$ cat config.mk
export PLATFORM = sky130hd
export DESIGN_NAME = ram_arbiter
export DESIGN_NICKNAME = d
export VERILOG_FILES = /design/src/rtl/ram_arbiter_pkg.sv /design/src/rtl/ram_arb_pick.sv /design/src/rtl/ram_arbiter.sv
export SDC_FILE = /design/constraint.sdc
export NUM_CORES = 1
export LEC_CHECK = 0
export ABC_AREA = 1
export CELL_PAD_IN_SITES_DETAIL_PLACEMENT = 1
export CELL_PAD_IN_SITES_GLOBAL_PLACEMENT = 2
export CORE_MARGIN = 5
export CORE_UTILIZATION = 10
export CTS_CLUSTER_SIZE = 20
export DETAILED_ROUTE_END_ITERATION = 12
export GPL_ROUTABILITY_DRIVEN = 0
export HOLD_SLACK_MARGIN = 0.06
export PLACE_DENSITY_LB_ADDON = 0.15
export SLEW_MARGIN = 20
export SYNTH_ARGS = -nofsm -noshare
export SYNTH_HDL_FRONTEND = slang
export SYNTH_HIERARCHICAL = 1
export SYNTH_SLANG_ARGS = --single-unit
$ cat constraint.sdc
create_clock -name clk -period 2.6 [get_ports clk]
set_input_delay 0.52 -clock clk [delete_from_list [all_inputs] [get_ports clk]]
set_output_delay 0.52 -clock clk [all_outputs]
set_load 0.01 [all_outputs]
$ cat src/rtl/ram_arbiter_pkg.sv
// Shared definitions for the two-port RAM arbiter.
// Holds the FSM state encoding and the default data/address widths so that the
// CPU top level and the RAM instance agree with the arbiter on them.
package ram_arbiter_pkg;

  localparam int unsigned DefWidth     = 16;
  localparam int unsigned DefAddrWidth = 8;

  typedef enum logic [1:0] {
    StArb   = 2'd0,
    StLock0 = 2'd1,
    StLock1 = 2'd2
  } arb_state_e;

endpackage

$ cat src/rtl/ram_arb_pick.sv
// Combinational tie-break for the RAM arbiter.
// Ports:
//   req_i       - request bits, [0] = port 0, [1] = port 1
//   prefer_p1_i - on a tie, grant port 1 instead of port 0
//   gnt_o       - one-hot (or zero) grant
module ram_arb_pick (
  input  logic [1:0] req_i,
  input  logic       prefer_p1_i,
  output logic [1:0] gnt_o
);

  always_comb begin
    gnt_o = req_i;
    if (req_i == 2'b11) begin
      gnt_o = prefer_p1_i ? 2'b10 : 2'b01;
    end
  end

endmodule

$ cat src/rtl/ram_arbiter.sv
// Two-port arbiter sharing one single-port synchronous RAM (one-cycle read latency).
// Ports:
//   clk, rst_n                  - clock, asynchronous active-low reset
//   pN_req/we/addr/wdata/lock   - requester N access; lock keeps the grant afterwards
//   pN_gnt                      - combinational grant; access completes at the edge
//   pN_rvalid                   - registered; rdata holds port N's read data this cycle
//   rdata                       - ram_dout passed straight through
//   ram_addr/ram_din/ram_we     - RAM command from the granted port
//   ram_dout                    - RAM read data
// Build option: define RAM_ARB_ROUND_ROBIN_EN for round-robin tie-breaking; otherwise
// port 0 always wins ties and there is no pointer register.
module ram_arbiter
  import ram_arbiter_pkg::*;
#(
  parameter int unsigned WIDTH      = DefWidth,
  parameter int unsigned ADDR_WIDTH = DefAddrWidth
) (
  input  logic                  clk,
  input  logic                  rst_n,
  input  logic                  p0_req,
  input  logic                  p0_we,
  input  logic [ADDR_WIDTH-1:0] p0_addr,
  input  logic [WIDTH-1:0]      p0_wdata,
  input  logic                  p0_lock,
  input  logic                  p1_req,
  input  logic                  p1_we,
  input  logic [ADDR_WIDTH-1:0] p1_addr,
  input  logic [WIDTH-1:0]      p1_wdata,
  input  logic                  p1_lock,
  output logic                  p0_gnt,
  output logic                  p1_gnt,
  output logic                  p0_rvalid,
  output logic                  p1_rvalid,
  output logic [WIDTH-1:0]      rdata,
  output logic [ADDR_WIDTH-1:0] ram_addr,
  output logic [WIDTH-1:0]      ram_din,
  output logic                  ram_we,
  input  logic [WIDTH-1:0]      ram_dout
);

  arb_state_e state_q, state_d;
  logic [1:0] req;
  logic [1:0] we_vec;
  logic [1:0] arb_gnt;
  logic [1:0] gnt_raw;
  logic [1:0] gnt;
  logic       use_arb;
  logic       prefer_p1;
  logic [1:0] rvalid_q, rvalid_d;

  assign req    = {p1_req, p0_req};
  assign we_vec = {p1_we, p0_we};

  ram_arb_pick u_pick (
    .req_i       (req),
    .prefer_p1_i (prefer_p1),
    .gnt_o       (arb_gnt)
  );

  // Next state and grant. A locked owner that drops req hands the cycle back to
  // normal arbitration, so the other port is not stalled for a bubble.
  always_comb begin
    state_d = state_q;
    gnt_raw = 2'b00;
    use_arb = 1'b0;
    unique case (state_q)
      StLock0: begin
        if (p0_req) begin
          gnt_raw = 2'b01;
          if (!p0_lock) state_d = StArb;
        end else begin
          use_arb = 1'b1;
        end
      end
      StLock1: begin
        if (p1_req) begin
          gnt_raw = 2'b10;
          if (!p1_lock) state_d = StArb;
        end else begin
          use_arb = 1'b1;
        end
      end
      default: use_arb = 1'b1;
    endcase
    if (use_arb) begin
      gnt_raw = arb_gnt;
      state_d = StArb;
      if (arb_gnt[0] && p0_lock) begin
        state_d = StLock0;
      end else if (arb_gnt[1] && p1_lock) begin
        state_d = StLock1;
      end
    end
  end

  // No grant (and hence no write) may escape while reset is held.
  assign gnt = rst_n ? gnt_raw : 2'b00;

  always_ff @(posedge clk or negedge rst_n) begin
    if (!rst_n) begin
      state_q <= StArb;
    end else begin
      state_q <= state_d;
    end
  end

`ifdef RAM_ARB_ROUND_ROBIN_EN
  logic prefer_p1_q, prefer_p1_d;

  // Every accepted access (including locked ones) makes the other port preferred.
  always_comb begin
    prefer_p1_d = prefer_p1_q;
    if (|gnt) prefer_p1_d = gnt[0];
  end

  always_ff @(posedge clk or negedge rst_n) begin
    if (!rst_n) begin
      prefer_p1_q <= 1'b0;
    end else begin
      prefer_p1_q <= prefer_p1_d;
    end
  end

  assign prefer_p1 = prefer_p1_q;
`else
  assign prefer_p1 = 1'b0;
`endif

  // Read owner bits line up with the RAM's one-cycle read latency.
  assign rvalid_d = gnt & req & ~we_vec;

  always_ff @(posedge clk or negedge rst_n) begin
    if (!rst_n) begin
      rvalid_q <= 2'b00;
    end else begin
      rvalid_q <= rvalid_d;
    end
  end

  assign p0_gnt    = gnt[0];
  assign p1_gnt    = gnt[1];
  assign p0_rvalid = rvalid_q[0];
  assign p1_rvalid = rvalid_q[1];
  assign rdata     = ram_dout;

  // Port 0 drives the RAM bus whenever port 1 is not granted.
  assign ram_addr = gnt[1] ? p1_addr  : p0_addr;
  assign ram_din  = gnt[1] ? p1_wdata : p0_wdata;
  assign ram_we   = (gnt[0] & p0_we) | (gnt[1] & p1_we);

endmodule
==> flow_summary.ini <==
[run_status]
outcome = finished clean

[final_layout]
antenna_diode_instance_count = 0
drive_above_1_share_pct = 24.9
filler_cell_count = 1023
layout.cell_area.non_filler_sq_um = 1840
area_growth_pct = 119
utilization_of_the_core_after_routing_pct = 22.4
num-nets-final = 318

[detailed_routing]
detail_route.drc_violations = 0
vias_per_cell = 3.53
drt_first_pass_iters = 4
detailedRoute.firstIterationViolations = 23
routed_wl_microns = 4190
via_count = 1220
detail_route.wl_per_cell_microns = 12.1
ant_nets = 0

[synth]
synth_top_area_share_pct = 26.4
ys_top_cells_by_area = sky130_fd_sc_hd__nand2_1, sky130_fd_sc_hd__nand3_1, sky130_fd_sc_hd__buf_4
synth_top_area_cell = sky130_fd_sc_hd__nand2_1
async_set_or_reset_flop_fraction_in_the_synthesized_netlist_pct = 100
synthTopCellsByCount = sky130_fd_sc_hd__nand2_1, sky130_fd_sc_hd__nand3_1, sky130_fd_sc_hd__buf_4
synth_enable_flop_cells = 0
syn_avg_cell_area_sq_um = 5.60
mappedNetlistArea_sq_um = 840
synth-seq-area-share_pct = 11.9
syn_inst = 150
synth-seq-cells = 4
synth_top_flop_cell = sky130_fd_sc_hd__dfrtp_1
post_synth_num_cell_types = 19
yosysWarningCount = 6
most_repeated_cell_in_the_gate_level_netlist_after_synthesis = sky130_fd_sc_hd__nand2_1

[power_and_ir_drop]
cellLeakagePower_nw = 0.941
peakVddDrop_uv = 259
power.internal_mw = 0.494
combinational_cell_fraction_of_total_power_pct = 75.9
power_frac_clock_pct = 15.4
p_sw_mw = 0.344
switching_share_pct = 41.0
seq_power_share_pct = 8.7
post-layout-total-power_mw = 0.838
power_density_of_the_placed_cells_nw_per_um2 = 456

[min_path]
worst_hold_path_type = reg -> reg
worst_hold_path.num_cells = 2
origin_of_the_worst_min_delay_path = state_q[1]

[global_route]
grt_antenna_before_repair = 0
grt_max_degree = 21
gr-usage-all-layers_pct = 7.82
globalRouteOverflowTotal = 0
via_count_of_the_first_global_routing_pass = 1296
wire_length_of_the_first_global_routing_pass_microns = 6460

[clock_network]
cts_tree = built
insertion_delay_ps = 220
cts-hold-fix-buffers = 0
numCtsBuffers = 3
path_clk_slew_ps = 30
cts.path.max_buffers = 2
h-tree-depth = 1
clock_tree.root_cell = sky130_fd_sc_hd__clkbuf_8
numClockSinks = 4

[timing]
timing.final.hold_violations = 0
final.period_utilization_pct = 94.8
clock-skew-final_ps = 2.36
final.hold.worst_slack_ps = 594
maxClockFrequency_ghz = 0.406
final_number_of_max_transition_violations = 0
postLayoutSetupSlackWorst_ps = 135
final.min_clock_period_ps = 2470
rsz0062_at_grt = no
setup_viol_count_final = 0

[floorplan]
initial_utilization_pct = 10.2
placement_rows = 33
dieArea_sq_um = 10300
ios = 117
core-area_sq_um = 8220
dieWidth_microns = 102
die_h_microns = 102

[place]
post-place-ws_ps = -353
io_buffer_count = 84
place_area_sq_um = 1820
hpwl_microns = 3600

[setup_path]
startpoint = p1_req
reg2regPathDepth = 9
reg2reg_from = state_q[1]
critical_path.cell_chain = clkdlybuf4s50_1 -> inv_1 -> nand2_1 -> nand3_2 -> nand2_4 -> nand2_4 -> buf_4 -> nand2_1 -> nand2_1 -> clkdlybuf4s15_1
critPathMostFrequentCell = sky130_fd_sc_hd__nand2_1
crit_path_max_incr_delay_ps = 500
crit_slowest_cell = sky130_fd_sc_hd__clkdlybuf4s50_1
startpoint_type = primary input
path_max_fanout = 6
data_arrival_critical_path_ps = 1950
cp.required_ps = 2080
cp_endpoint_kind = output pin
timing_worst_setup_path_type = in -> out

[run]
cap_violations = 0
registers in the layout (all words and copies together) (netlist names):
name      count
state_q       2
rvalid_q      2
layout by cell type (no fill, tap or decap):
master | netlist | final
sky130_fd_sc_hd__a21oi_1 | 2 | 2
sky130_fd_sc_hd__a21oi_4 | 1 | 1
sky130_fd_sc_hd__buf_12 | 0 | 4
sky130_fd_sc_hd__buf_4 | 18 | 19
sky130_fd_sc_hd__buf_6 | 2 | 2
sky130_fd_sc_hd__clkbuf_2 | 0 | 23
sky130_fd_sc_hd__clkbuf_8 | 0 | 3
sky130_fd_sc_hd__clkdlybuf4s15_1 | 0 | 1
sky130_fd_sc_hd__clkdlybuf4s50_1 | 0 | 56
sky130_fd_sc_hd__conb_1 | 1 | 2
sky130_fd_sc_hd__dfrtp_1 | 4 | 4
sky130_fd_sc_hd__dlygate4sd2_1 | 0 | 4
sky130_fd_sc_hd__ha_1 | 3 | 2
sky130_fd_sc_hd__ha_4 | 0 | 1
sky130_fd_sc_hd__inv_1 | 13 | 13
sky130_fd_sc_hd__inv_2 | 1 | 1
sky130_fd_sc_hd__nand2_1 | 59 | 59
sky130_fd_sc_hd__nand2_4 | 1 | 2
sky130_fd_sc_hd__nand3_1 | 33 | 32
sky130_fd_sc_hd__nand3_2 | 0 | 1
sky130_fd_sc_hd__nand4_1 | 1 | 1
sky130_fd_sc_hd__nor2_1 | 2 | 2
sky130_fd_sc_hd__nor2_2 | 1 | 1
sky130_fd_sc_hd__o21ai_0 | 3 | 3
sky130_fd_sc_hd__or2_2 | 2 | 2
critical path, delay by kind of cell:
family                 cells  cell delay [ps]
buffers and inverters      4              960
and+or+nand+nor            6              460
timing repair:
action | CTS | global route
endpoints found under the hold margin | 0 | 0
pin swaps | 2 | 2
resized for setup | 46 | 34
buffers inserted | 4 | 1
setup endpoints to repair | 27 | 24
power by group through the flow:
stage / registers, mW / logic [mW] / clock network [mW]
detailed placement: 0.0730 / 0.663 / 0
finish: 0.0731 / 0.636 / 0.129
global placement: 0.0734 / 0.666 / 0
CTS: 0.0724 / 0.661 / 0.134
global route: 0.0738 / 0.704 / 0.140
floorplan: 0.0743 / 0.300 / 0
routing by layer:
layer	GRT usage (%)	share of wire, %	vias up
li1	-	-	637
met4	2.15	0	0
met2	13.5	47	53
met3	1.58	9.8	0
met1	9.86	43	530
met5	0	0	-
final timing paths:
check	endpoint	slack [ps]
max	ram_din[10]	130
min	state_q[1]	590
max reg2reg	rvalid_q[1]	1050
min reg2reg	state_q[1]	590
max in group asynchronous	rvalid_q[0]	1860
min in group asynchronous	state_q[1]	630
stage by stage:
stage	TNS (ps)	std cells
6_report	0	346
5_1_grt	0	346
4_1_cts	0	345
3_5_place_dp	-8630	338
3_3_place_gp	-8600	338
2_1_floorplan	0	151
layout make-up:
type,instances,area [sq um],area share (%)
timing repair buffer,109,966,52.6
multi-input combinational,111,546,29.7
inverter,14,52.6,2.86
clock buffer,3,41.3,2.25
tap,105,131,7.15
sequential,4,100,5.45
cells by family after synthesis:
group / synth area share [%]
AO/OA/AOI/OAI: 4.92
adder cells (fa/ha/maj): 4.47
buffers and inverters: 26.2
flip-flops: 11.9
other: 0.447
AND/OR/NAND/NOR: 52.0
No activity file was read; power rests on OpenSTA's default activity.
